## src/rtl/rv32i_ctrl_pkg.sv

```systemverilog
// rtl/rv32i_ctrl_pkg.sv - shared constants and helpers for the RV32I multi-cycle controller
// Purpose: opcode constants, 3-bit state encoding, ALU op encodings, mux select
//          constants and small opcode decode helpers shared by the controller files.
// Ports:   none (package).
package rv32i_ctrl_pkg;

  localparam logic [6:0] OPC_LOAD   = 7'b0000011;
  localparam logic [6:0] OPC_OPIMM  = 7'b0010011;
  localparam logic [6:0] OPC_STORE  = 7'b0100011;
  localparam logic [6:0] OPC_BRANCH = 7'b1100011;
  localparam logic [6:0] OPC_OP     = 7'b0110011;

  typedef enum logic [2:0] {
    ST_IDLE   = 3'd0,
    ST_FETCH  = 3'd1,
    ST_DECODE = 3'd2,
    ST_EXEC   = 3'd3,
    ST_MEM    = 3'd4,
    ST_WB     = 3'd5,
    ST_TRAP   = 3'd6
  } state_e;

  localparam logic [1:0] ALU_OP_ADD   = 2'b00;
  localparam logic [1:0] ALU_OP_FUNCT = 2'b01;
  localparam logic [1:0] ALU_OP_BR    = 2'b10;

  localparam logic PC_SEL_PLUS4 = 1'b0;
  localparam logic PC_SEL_IMM   = 1'b1;
  localparam logic WB_SEL_ALU   = 1'b0;
  localparam logic WB_SEL_MEM   = 1'b1;

  typedef struct packed {
    logic       b_sel;
    logic [1:0] op;
  } alu_ctrl_t;

  function automatic logic opc_is_legal(input logic [6:0] opc);
    case (opc)
      OPC_LOAD, OPC_OPIMM, OPC_STORE, OPC_BRANCH, OPC_OP: return 1'b1;
      default:                                            return 1'b0;
    endcase
  endfunction

  // ALU operand/op selection for an opcode; held constant from EXEC through WB.
  function automatic alu_ctrl_t alu_ctrl_for(input logic [6:0] opc);
    alu_ctrl_t c;
    c.b_sel = 1'b0;
    c.op    = ALU_OP_ADD;
    case (opc)
      OPC_LOAD, OPC_STORE: begin c.b_sel = 1'b1; c.op = ALU_OP_ADD;   end
      OPC_OPIMM:           begin c.b_sel = 1'b1; c.op = ALU_OP_FUNCT; end
      OPC_OP:              begin c.b_sel = 1'b0; c.op = ALU_OP_FUNCT; end
      OPC_BRANCH:          begin c.b_sel = 1'b0; c.op = ALU_OP_BR;    end
      default:             begin c.b_sel = 1'b0; c.op = ALU_OP_ADD;   end
    endcase
    return c;
  endfunction

endpackage

```

## src/rtl/mem_wait_timer.sv

```systemverilog
// rtl/mem_wait_timer.sv - wait counter for memory request/ready handshakes
// Purpose: counts cycles a request waits for ready and flags the last allowed cycle.
// Ports:   clk, rst_n (async active-low); clr clears the count; en counts one
//          waiting cycle; expired is high while the count equals TIMEOUT-1.
module mem_wait_timer #(
  parameter int unsigned TIMEOUT = 255,
  parameter int unsigned CNT_W   = 16
) (
  input  logic clk,
  input  logic rst_n,
  input  logic clr,
  input  logic en,
  output logic expired
);

  logic [CNT_W-1:0] cnt_q, cnt_d;

  always_comb begin
    cnt_d = cnt_q;
    if (clr) begin
      cnt_d = '0;
    end else if (en) begin
      cnt_d = cnt_q + CNT_W'(1);
    end
  end

  always_ff @(posedge clk or negedge rst_n) begin
    if (!rst_n) begin
      cnt_q <= '0;
    end else begin
      cnt_q <= cnt_d;
    end
  end

  assign expired = (cnt_q == CNT_W'(TIMEOUT - 1));

endmodule

```

## src/rtl/rv32i_multicycle_ctrl.sv

```systemverilog
// rtl/rv32i_multicycle_ctrl.sv - multi-cycle control FSM for the RV32I datapath
// Purpose: sequences FETCH/DECODE/EXEC/MEM/WB, drives datapath strobes and
//          muxes, owns imem/dmem request handshakes, traps on illegal opcode
//          or memory timeout (sticky flags, cleared only by rst_n).
// Ports:   clk, rst_n; inst_in (IR contents), br_taken, imem_ready, dmem_ready;
//          imem_req, ir_we, pc_we, pc_sel, alu_b_sel, alu_op, dmem_req,
//          dmem_we, reg_we, wb_sel, illegal_inst, bus_err, state_o (debug).
module rv32i_multicycle_ctrl
  import rv32i_ctrl_pkg::*;
#(
  parameter int unsigned TIMEOUT = 255,
  parameter int unsigned CNT_W   = 16
) (
  input  logic        clk,
  input  logic        rst_n,
  input  logic [31:0] inst_in,
  input  logic        br_taken,
  input  logic        imem_ready,
  input  logic        dmem_ready,
  output logic        imem_req,
  output logic        ir_we,
  output logic        pc_we,
  output logic        pc_sel,
  output logic        alu_b_sel,
  output logic [1:0]  alu_op,
  output logic        dmem_req,
  output logic        dmem_we,
  output logic        reg_we,
  output logic        wb_sel,
  output logic        illegal_inst,
  output logic        bus_err,
  output logic [2:0]  state_o
);

  state_e     state_q, state_d;
  logic [6:0] opc_q, opc_d;
  logic       illegal_q, illegal_d;
  logic       bus_err_q, bus_err_d;
  logic       timer_clr, timer_en, timer_expired;
  alu_ctrl_t  alu_c;

  // Only the opcode field steers control; the rest of the word belongs to the datapath.
  logic       unused_inst;
  assign unused_inst = ^inst_in[31:7];

  mem_wait_timer #(
    .TIMEOUT (TIMEOUT),
    .CNT_W   (CNT_W)
  ) u_wait_timer (
    .clk     (clk),
    .rst_n   (rst_n),
    .clr     (timer_clr),
    .en      (timer_en),
    .expired (timer_expired)
  );

  always_comb begin
    state_d   = state_q;
    opc_d     = opc_q;
    illegal_d = illegal_q;
    bus_err_d = bus_err_q;
    timer_en  = 1'b0;
    imem_req  = 1'b0;
    ir_we     = 1'b0;
    pc_we     = 1'b0;
    pc_sel    = PC_SEL_PLUS4;
    alu_b_sel = 1'b0;
    alu_op    = ALU_OP_ADD;
    dmem_req  = 1'b0;
    dmem_we   = 1'b0;
    reg_we    = 1'b0;
    wb_sel    = WB_SEL_ALU;
    alu_c     = alu_ctrl_for(opc_q);

    unique case (state_q)
      ST_IDLE: state_d = ST_FETCH;

      ST_FETCH: begin
        imem_req = 1'b1;
        if (imem_ready) begin
          ir_we   = 1'b1;
          state_d = ST_DECODE;
        end else begin
          timer_en = 1'b1;
          if (timer_expired) begin
            state_d   = ST_TRAP;
            bus_err_d = 1'b1;
          end
        end
      end

      // The IR is valid from here on; latch the opcode so EXEC..WB never
      // look at inst_in again.
      ST_DECODE: begin
        opc_d = inst_in[6:0];
        if (opc_is_legal(inst_in[6:0])) begin
          state_d = ST_EXEC;
        end else begin
          state_d   = ST_TRAP;
          illegal_d = 1'b1;
        end
      end

      ST_EXEC: begin
        alu_b_sel = alu_c.b_sel;
        alu_op    = alu_c.op;
        case (opc_q)
          OPC_LOAD, OPC_STORE: state_d = ST_MEM;
          OPC_OPIMM, OPC_OP:   state_d = ST_WB;
          OPC_BRANCH: begin
            pc_we   = 1'b1;
            pc_sel  = br_taken ? PC_SEL_IMM : PC_SEL_PLUS4;
            state_d = ST_FETCH;
          end
          default:             state_d = ST_TRAP;
        endcase
      end

      ST_MEM: begin
        alu_b_sel = alu_c.b_sel;
        alu_op    = alu_c.op;
        dmem_req  = 1'b1;
        dmem_we   = (opc_q == OPC_STORE);
        if (dmem_ready) begin
          if (opc_q == OPC_STORE) begin
            pc_we   = 1'b1;
            state_d = ST_FETCH;
          end else begin
            state_d = ST_WB;
          end
        end else begin
          timer_en = 1'b1;
          if (timer_expired) begin
            state_d   = ST_TRAP;
            bus_err_d = 1'b1;
          end
        end
      end

      ST_WB: begin
        alu_b_sel = alu_c.b_sel;
        alu_op    = alu_c.op;
        reg_we    = 1'b1;
        wb_sel    = (opc_q == OPC_LOAD) ? WB_SEL_MEM : WB_SEL_ALU;
        pc_we     = 1'b1;
        state_d   = ST_FETCH;
      end

      ST_TRAP: state_d = ST_TRAP;

      default: state_d = ST_IDLE;
    endcase

    // Restart the wait count each time a request phase begins.
    timer_clr = (state_d != state_q) && ((state_d == ST_FETCH) || (state_d == ST_MEM));
  end

  always_ff @(posedge clk or negedge rst_n) begin
    if (!rst_n) begin
      state_q   <= ST_IDLE;
      opc_q     <= '0;
      illegal_q <= 1'b0;
      bus_err_q <= 1'b0;
    end else begin
      state_q   <= state_d;
      opc_q     <= opc_d;
      illegal_q <= illegal_d;
      bus_err_q <= bus_err_d;
    end
  end

  assign illegal_inst = illegal_q;
  assign bus_err      = bus_err_q;
  assign state_o      = state_q;

endmodule

```

## config.mk

```make
export PLATFORM = sky130hd
export DESIGN_NAME = rv32i_multicycle_ctrl
export DESIGN_NICKNAME = d
export VERILOG_FILES = /design/src/rtl/rv32i_ctrl_pkg.sv /design/src/rtl/mem_wait_timer.sv /design/src/rtl/rv32i_multicycle_ctrl.sv
export SDC_FILE = /design/constraint.sdc
export NUM_CORES = 1
export LEC_CHECK = 0
export CAP_MARGIN = 20
export CELL_PAD_IN_SITES_DETAIL_PLACEMENT = 1
export CELL_PAD_IN_SITES_GLOBAL_PLACEMENT = 2
export CORE_UTILIZATION = 30
export CTS_CLUSTER_DIAMETER = 30
export DETAILED_ROUTE_END_ITERATION = 7
export PLACE_DENSITY_LB_ADDON = 0.1
export SLEW_MARGIN = 20
export SYNTH_ARGS = -nofsm -noshare
export SYNTH_HDL_FRONTEND = slang
export SYNTH_SLANG_ARGS = --single-unit
```

## constraint.sdc

```tcl
create_clock -name clk -period 4.57 [get_ports clk]
set_clock_uncertainty 0.2 [all_clocks]
set_input_delay 1.1425 -clock clk [delete_from_list [all_inputs] [get_ports clk]]
set_output_delay 1.1425 -clock clk [all_outputs]
set_load 0.005 [all_outputs]
```

Yosys cells after proc, flatten, opt, wreduce, memory -nomap -nowiden
Index checks and enable logic that the tools add are counted.

Output and inout bits: 16. Logic and storage cells: 77. Bits in registers: 28.

Bitwise gates (word level): 1. Mux-type cells: 36. Equality and inequality tests: 22. Add/subtract/negate cells: 1. Reduce and logical (&&, ||, !) cells: 12.

Operators by type and width (number): $mux W16 (2); $eq A7 B6 Y1 const B (4); $mux W1 (22); $pmux W3 S6 (1); $add A16 B1 Y16 const B (1); $eq A16 B8 Y1 const B (1); $mux W3 (5); $eq A7 B2 Y1 const B (2); $eq A7 B5 Y1 const B (2); $eq A7 B7 Y1 const B (2); $eq A3 B3 Y1 const B (4); $pmux W3 S4 (1); $pmux W3 S3 (1); $eq A3 B1 Y1 const B (2); $eq A3 B2 Y1 const B (2); $reduce_or A2 Y1 (3); $reduce_or A5 Y1 (1); $ne A2 B2 Y1 const B (2); $pmux W1 S2 (2); $reduce_bool A2 Y1 (2); $logic_not A3 Y1 (1); $ne A3 B3 Y1 (1); $pmux W1 S3 (1); $reduce_and A3 Y1 (1); other kinds (6) (6).

Longest topological paths before layout
Gate-level depths: netlist of the first run.

Word-level depth: 10. Gate-level depth with buffers: 9. Depth with buffers taken out: 7.

By module
Synthesis of the first run repeated with hierarchy kept, for this count alone.

Cell total of the unflattened synthesis: 175. Area total of the unflattened synthesis: 1632.8 um^2.

Modules (own cells, without submodules): mem_wait_timer (area an instance 854.6 um^2, seq. area each 400.4 um^2, cells an instance 89, instances 1); rv32i_multicycle_ctrl (area an instance 778.2 um^2, seq. area each 300.3 um^2, cells an instance 86, instances 1).

Worst setup path after synthesis of the first run
No wires, ideal clock.

Kind: input to register. Start: input port inst_in[2]. End: register u_wait_timer.cnt_q[10]. Buffers on the path: 1. Library setup time: 0.073 ns. Arrival: 2.554 ns. Cell stages on the path: 7. Setup slack: 1.743 ns. Cells stage by stage: nand4bb_1 -> a211oi_1 -> a211oi_4 -> and2_1 -> mux2_4 -> buf_8 -> a21oi_2.

Cells in the longest elaborated chain, start to end: 10.

RTL lines: start, declared (RTL line rv32i_multicycle_ctrl.sv:16) `input logic [31:0] inst_in,`; $eq A7 B2 Y1, or another cell as far along (RTL line rv32i_ctrl_pkg.sv:38) `case (opc)`; $reduce_or A5 Y1 * (RTL line rv32i_ctrl_pkg.sv:38); $mux W1 * (RTL line rv32i_ctrl_pkg.sv:38); $mux W1 * (RTL line rv32i_multicycle_ctrl.sv:75) `unique case (state_q)`; $mux W3 * (RTL line rv32i_multicycle_ctrl.sv:96) `if (opc_is_legal(inst_in[6:0])) begin`; $pmux W3 S6 * (RTL line rv32i_multicycle_ctrl.sv:75); $eq A3 B1 Y1 or $eq A3 B3 Y1 (tied branches) (RTL line rv32i_multicycle_ctrl.sv:155) `timer_clr = (state_d != state_q) && ((state_d == ST_FETCH) || (state_d == ST_MEM));`; $logic_or A1 B1 Y1 (RTL line rv32i_multicycle_ctrl.sv:155); $logic_and A1 B1 Y1 * (RTL line rv32i_multicycle_ctrl.sv:155); $mux W16 or $reduce_bool A2 Y1 (tied branches); end signal, assigned (RTL line mem_wait_timer.sv:31) `cnt_q <= cnt_d;`; end, declared (RTL line mem_wait_timer.sv:16) `logic [CNT_W-1:0] cnt_q, cnt_d;`.

Every way passes the cells marked *; elsewhere a longest branch is shown, timed or not. The select of a mux whose other input is x is not followed. A chain may end at the register's enable or synchronous reset.

Final worst setup path of the first run
Start: input port dmem_ready. End: output port pc_we.

Cells in the longest elaborated chain, start to end: 2.

RTL lines: start, declared (RTL line rv32i_multicycle_ctrl.sv:19) `input logic dmem_ready,`; $mux W1 (RTL line rv32i_multicycle_ctrl.sv:124) `if (dmem_ready) begin`; $pmux W1 S3 (RTL line rv32i_multicycle_ctrl.sv:75); end, declared (RTL line rv32i_multicycle_ctrl.sv:22) `output logic pc_we,`.

No other way between the ends.

==> results by group, run 1 <==
Route
  • Wirelength per Cell: 15.5 um
  • Drt pass-1 iters: 4
  • Vias: 1,293
  • Remaining antenna violation count after routing: 0
  • DRC Markers: 0
  • Total wire length: 3.93 mm
  • DR vias/cell: 5.09
  • Drt initial violations: 13

Die
  • Io pins: 53
  • Core Region: 0.00524 sq mm
  • Die area: 0.00590 sq mm
  • Die X-Extent: 76.8 um
  • Die Y: 76.8 um
  • FP Rows: 26
  • Starting Density: 0.321

CTS
  • Reg clk slew, reported paths: 100 ps
  • Hold Buf Count CTS: 0
  • Clock Sinks: 28
  • Clock Latency Late Sink: 280 ps
  • Root buffer cell: clkbuf_8
  • Post_cts resized: 0
  • Clock Path Buffers: 2
  • Setup Fix Bufs, Post-CTS: 0
  • TritonCTS Buffers: 3
  • TritonCTS clock tree: built
  • # H-tree levels: 1

Final layout
  • Layout cells sized above 1: 0.185
  • Fillers: 584
  • N_diodes: 0
  • Register area: 701 sq um
  • Final core occ: 0.394
  • Nets: 224
  • Multi-input logic area: 922 sq um
  • Design Area, Final: 0.00207 sq mm
  • Post-route non-filler standard cell count: 254
  • Area grow syn2layout: 22.9%

Worst setup path
  • Worst flop-to-flop path endpoint: u_wait_timer.cnt_q[1]
  • CP Data Required Time: 3230 ps
  • CP endpoint kind: output port
  • R2r startpoint: u_wait_timer.cnt_q[12]
  • CP Data Arrival Time: 2340 ps
  • Critical Path Start Type: input pin
  • Worst-path maximum fanout: 4
  • Worst setup path class: input pin to output port
  • Worst Reg-to-Reg Cells: 5
  • R2r setup slk: 1980 ps

Global route
  • Initial antenna violation count: 0
  • Largest net degree at the start of global routing: 29
  • Gr ovfl total: 0
  • Vias in the first global route: 1,375
  • First-pass GRT wire length: 6.86 mm
  • Aggregate global-route resource usage: 0.147

Yosys
  • Synth Warn #: 0
  • Post-synthesis compound-gate area fraction: 0.171
  • FF+latch count, synth: 28
  • Cell area after synthesis: 0.00168 sq mm
  • Post-Syn Instances: 158
  • Largest family of logic cells by synthesized area: simple AND/OR/NAND/NOR gates
  • Syn_area_per_cell: 10.6 sq um
  • Yosys cell types: 44
  • Seq/Total Area, Yosys: 0.417
  • XOR/XNOR Fraction of Synth Area: 0.0782
  • Simple-gate area share of the yosys netlist: 0.221
  • Post-synthesis net count: 197
  • Mux contribution to synthesized area: 0.0640
  • Synth Area in Adders: 0.0149

Timing
  • Tmin final: 3690 ps
  • Fin. Hold Viols: 0
  • Fin crit share: 0.807
  • RSZ-0062 raised after global routing: false
  • Least-Margin Pin Slew: 628 ps
  • Setup violations, final: 0
  • Final slew viol count: 0
  • Relative slew margins: 0.580
  • Max Freq: 271 MHz
  • Setup_tns: 0 ps

Pwr
  • Combinational Power Share: 0.488
  • Sequential share of power: 0.364
  • Clock power share: 0.148
  • Int Power: 0.623 mW
  • Switching pwr: 0.447 mW
  • Pwr dens: 518 mW/mm^2
  • Switching Share: 0.418
  • Pleak: 0.855 nW
  • VDD IR max: 0.237 mV

Min path
  • Worst Hold Launch: illegal_inst
  • Hold Path Stages: 1
  • Worst hold path class: flop to flop
  • Hold Path End: illegal_inst

Flow run
  • Maximum Capacitance Violations: 0

Placed design
  • Port bufs: 27
  • Cell Area, Placed: 0.00201 sq mm
  • HPWL Detailed: 2.94 mm
  • Placed cells: 250
  • Final GP Congestion: 0.752

Run status
  • Status: finished, final reports clean
==> cells in the final DEF (no fill, tap or decap), types with 2 or more instances in the layout <==
master            n
mux2_2            7
xor2_1           13
a21oi_2          10
dfrtp_1          28
o21ai_0           4
a21oi_1           8
nand4bb_1         2
and2_1            4
clkdlybuf4s50_1  27
nand4_1           4
and3_1            8
nand2_1           8
buf_4             2
nand3_1           6
ha_1              2
xnor2_1           2
nor3b_1           2
nor3_1            3
a211oi_1          2
inv_1             4
nor2_1            5
and3b_1           2
and4_1            2
a21o_1            3
nand2b_1          4
clkbuf_8          4
==> cells in the mapped netlist, drive strengths merged <==
cell type | n | share of area
nand3 | 6 | 0.018
nand4 | 4 | 0.015
a221oi | 1 | 0.0089
nand2b | 4 | 0.015
ha | 2 | 0.015
o22ai | 1 | 0.0037
xnor2 | 2 | 0.010
a211oi | 3 | 0.021
and2 | 4 | 0.015
nand4bb | 2 | 0.013
mux2 | 8 | 0.056
nor4b | 2 | 0.023
clkbuf | 2 | 0.0045
nor4bb | 1 | 0.0060
a22o | 1 | 0.0052
a41o | 1 | 0.0060
a21o | 4 | 0.019
mux2i | 1 | 0.0082
o21ai | 4 | 0.012
or4 | 1 | 0.0067
and4 | 2 | 0.010
inv | 4 | 0.0089
nor3b | 2 | 0.0089
dfrtp | 28 | 0.42
nor2 | 5 | 0.011
nor2b | 1 | 0.0037
nand2 | 8 | 0.018
nand3b | 1 | 0.0045
nor3 | 3 | 0.0089
buf | 5 | 0.021
o21ba | 1 | 0.0060
a21oi | 18 | 0.076
o211ai | 1 | 0.0074
and3 | 8 | 0.030
xor2 | 13 | 0.068
or3 | 1 | 0.0037
and3b | 2 | 0.010
a211o | 1 | 0.0060
==> cell type report <==
type	instances	area share
multi-input cells	119	0.446
clock buffers	4	0.0267
well taps	70	0.0424
inverters	4	0.00727
repair buffers	29	0.138
flip-flops and latches	28	0.339
==> layer usage <==
layer,part of all wire,GRT usage,up-vias,wire (um)
li1,-,-,621,-
met3,0.027,0.0190,4,105
met1,0.46,0.182,646,1800
met4,0.010,0.0462,0,40
met2,0.50,0.263,22,1980
met5,0,0,-,0
==> kinds of logic after synthesis <==
kind of cell,after synthesis
AO/OA/AOI/OAI,36
XOR/XNOR,15
adder cells (fa/ha/maj),2
buffers and inverters,11
flip-flops,28
multiplexers,9
AND/OR/NAND/NOR,57
==> sequential cells by signal (all words and copies together) (netlist names) <==
| signal | flops |
|---|---|
| opc_q | 7 |
| u_wait_timer.cnt_q | 16 |
| state_o | 3 |
| bus_err | 1 |
| illegal_inst | 1 |
==> metrics by stage <==
step           setup WS, ps  hold WS, ps  power [mW]
6_report                884          275        1.07
5_1_grt                 834          300        1.16
4_1_cts                 892          279        1.08
3_5_place_dp            899          250       0.924
3_3_place_gp            920          239       0.910
2_1_floorplan          1740          251       0.792
==> power groups by stage <==
stage          combinational, mW  sequential [mW]  clock (mW)
2_1_floorplan              0.440            0.351           0
3_3_place_gp               0.517            0.393           0
3_5_place_dp               0.529            0.395           0
4_1_cts                    0.530            0.390       0.163
5_1_grt                    0.579            0.405       0.174
6_report                   0.522            0.390       0.158
==> critical path, stage by stage <==
cell	delay (ps)
clkdlybuf4s50_1	560
a21o_1	140
clkdlybuf4s50_1	500
==> how the worst max path moves through the flow <==
stage	from	end	slack [ps]	cells past startpoint
after CTS	dmem_ready	pc_we	890	3
final	dmem_ready	pc_we	880	3
after floorplan	inst_in[2]	u_wait_timer.cnt_q[10]	1740	7
after detailed placement	dmem_ready	pc_we	900	3
after global routing	dmem_ready	pc_we	830	3
after global placement	dmem_ready	pc_we	920	3
Note: power is estimated with default switching activity, not from simulation.
==> run 2: changes to the inputs <==
CORE_UTILIZATION = 25   (was 30)
clock period = 3.34 ns   (was 4.57 ns; I/O delays follow)
==> run 2 against run 1 <==
Compared with the run above:
- the flow now finishes with violations (design-rule violations)
- sequential share of layout area down 0.64 points
- global-route usage down 1.8 points
- combinational power up 47%
- utilization down 6.7 points
- die area up 19%
- non-clock buffer count up 2
- clock power up 70%
- flip-flop and latch count unchanged
- sequential power up 35%
- count of clock-buffer cells in the layout down 1
- first-iteration DRC count up 110%
- design area up 1.9%
- critical endpoint unchanged
==> results by group, run 2 (synthesis results as in run 1) <==
Timing
  • Tmin final: 3210 ps
  • Final slew viol count: 0
  • Setup violations, final: 0
  • Max Freq: 311 MHz
  • Fin crit share: 0.962
  • Setup_tns: 0 ps
  • Relative slew margins: 0.562
  • RSZ-0062 raised after global routing: false
  • Fin. Hold Viols: 0
  • Least-Margin Pin Slew: 654 ps

Worst setup path
  • CP Data Arrival Time: 2180 ps
  • CP Data Required Time: 2300 ps
  • Worst setup path class: flop to output port
  • Critical Path Start Type: flop
  • Worst flop-to-flop path endpoint: u_wait_timer.cnt_q[1]
  • Worst Reg-to-Reg Cells: 5
  • R2r setup slk: 700 ps
  • CP endpoint kind: output port
  • Worst-path maximum fanout: 15
  • R2r startpoint: u_wait_timer.cnt_q[13]

Min path
  • Hold Path Stages: 1
  • Hold Path End: illegal_inst
  • Worst Hold Launch: illegal_inst
  • Worst hold path class: flop to flop

Final layout
  • Multi-input logic area: 922 sq um
  • Fillers: 726
  • N_diodes: 0
  • Design Area, Final: 0.00211 sq mm
  • Most frequent cells in the layout: dfrtp_1, clkdlybuf4s50_1, xor2_1
  • Post-route non-filler standard cell count: 263
  • Layout cells sized above 1: 0.194
  • Register area: 701 sq um
  • Nets: 226
  • Max reg flops: 16
  • Most flop-heavy register: u_wait_timer.cnt_q
  • Area grow syn2layout: 25.3%
  • Most common cell after layout, fill and taps aside: dfrtp_1

Placed design
  • HPWL Detailed: 3.20 mm
  • Cell Area, Placed: 0.00203 sq mm
  • Port bufs: 27
  • Final GP Congestion: 0.733
  • Placed cells: 259

Run status
  • Failing checks: design-rule violations
  • Status: complete, but fails checks

CTS
  • Hold Buf Count CTS: 0
  • Clock Path Buffers: 2
  • Clock Latency Late Sink: 270 ps
  • TritonCTS Buffers: 3
  • Clock Sinks: 28
  • Root buffer cell: clkbuf_8
  • Setup Fix Bufs, Post-CTS: 0
  • TritonCTS clock tree: built
  • # H-tree levels: 1
  • Reg clk slew, reported paths: 100 ps
  • Post_cts resized: 0

Pwr
  • Pwr dens: 742 mW/mm^2
  • VDD IR max: 0.286 mV
  • Pleak: 0.872 nW

Route
  • Remaining antenna violation count after routing: 0
  • Drt pass-1 iters: 6
  • DR vias/cell: 5.02
  • Wirelength per Cell: 16.4 um
  • DRC Markers: 6
  • Vias: 1,321
  • Drt initial violations: 27
  • Total wire length: 4.30 mm

Die
  • Io pins: 53
  • Die area: 0.00705 sq mm
  • Die X-Extent: 84.0 um
  • Core Region: 0.00642 sq mm
  • Die Y: 84.0 um
  • Starting Density: 0.262
  • FP Rows: 29

Global route
  • First-pass GRT wire length: 7.27 mm
  • Gr ovfl total: 0
  • Largest net degree at the start of global routing: 29
  • Initial antenna violation count: 0
  • Aggregate global-route resource usage: 0.129
  • Vias in the first global route: 1,427

Flow run
  • Maximum Capacitance Violations: 0
[run 2: cell count changes in the layout (fill, tap and decap cells not counted), sizes merged]
cell    delta
buf        +2
clkbuf     -1
bufinv     +1
[run 2: worst max path at each step]
stage | cells after the start | endpoint | slack (ps) | from
5_1_grt | 4 | pc_sel | 20 | opc_q[2]
2_1_floorplan | 7 | u_wait_timer.cnt_q[10] | 820 | inst_in[2]
3_3_place_gp | 7 | u_wait_timer.cnt_q[1] | 160 | inst_in[2]
4_1_cts | 4 | pc_sel | 100 | opc_q[3]
6_report | 5 | pc_we | 130 | state_o[1]
3_5_place_dp | 7 | u_wait_timer.cnt_q[1] | 100 | inst_in[2]
[run 2: final cells by class]
| class | instances | share of cell area |
|---|---|---|
| Sequential cell | 28 | 0.333 |
| Clock inverter | 1 | 0.0143 |
| Inverter | 4 | 0.00713 |
| Timing Repair Buffer | 31 | 0.143 |
| Tap cell | 77 | 0.0458 |
| Multi-Input combinational cell | 119 | 0.438 |
| Clock buffer | 3 | 0.0196 |
[run 2: where the power goes]
part           leakage (nW)  total (mW)  internal (mW)  switching, mW
registers             0.364       0.527          0.415          0.113
logic                 0.472       0.767          0.347          0.420
clock network        0.0357       0.269          0.160          0.108
[run 2: per-stage QoR]
stage	total power, mW	hold WS (ps)	utilization	worst slack, ps
after floorplan	1.08	251	-	821
after global placement	1.28	243	0.317	163
after detailed placement	1.31	253	0.317	96.6
after CTS	1.60	283	0.328	103
after global routing	1.68	307	0.328	20.2
final	1.56	274	0.328	125
[run 2: layer usage]
| metal | vias to the layer above | GRT usage | routed length, um |
|---|---|---|---|
| li1 | 627 | - | - |
| met1 | 668 | 0.155 | 1960 |
| met2 | 24 | 0.240 | 2190 |
| met3 | 2 | 0.0168 | 140 |
| met4 | 0 | 0.0298 | 14 |
| met5 | - | 0 | 0 |
[run 2: worst max-delay path, stage by stage, from the launching register on]
cell	delay (ps)
dfrtp_1	570
or3_1	470
inv_1	110
and2_1	150
a21o_1	120
clkdlybuf4s50_1	490
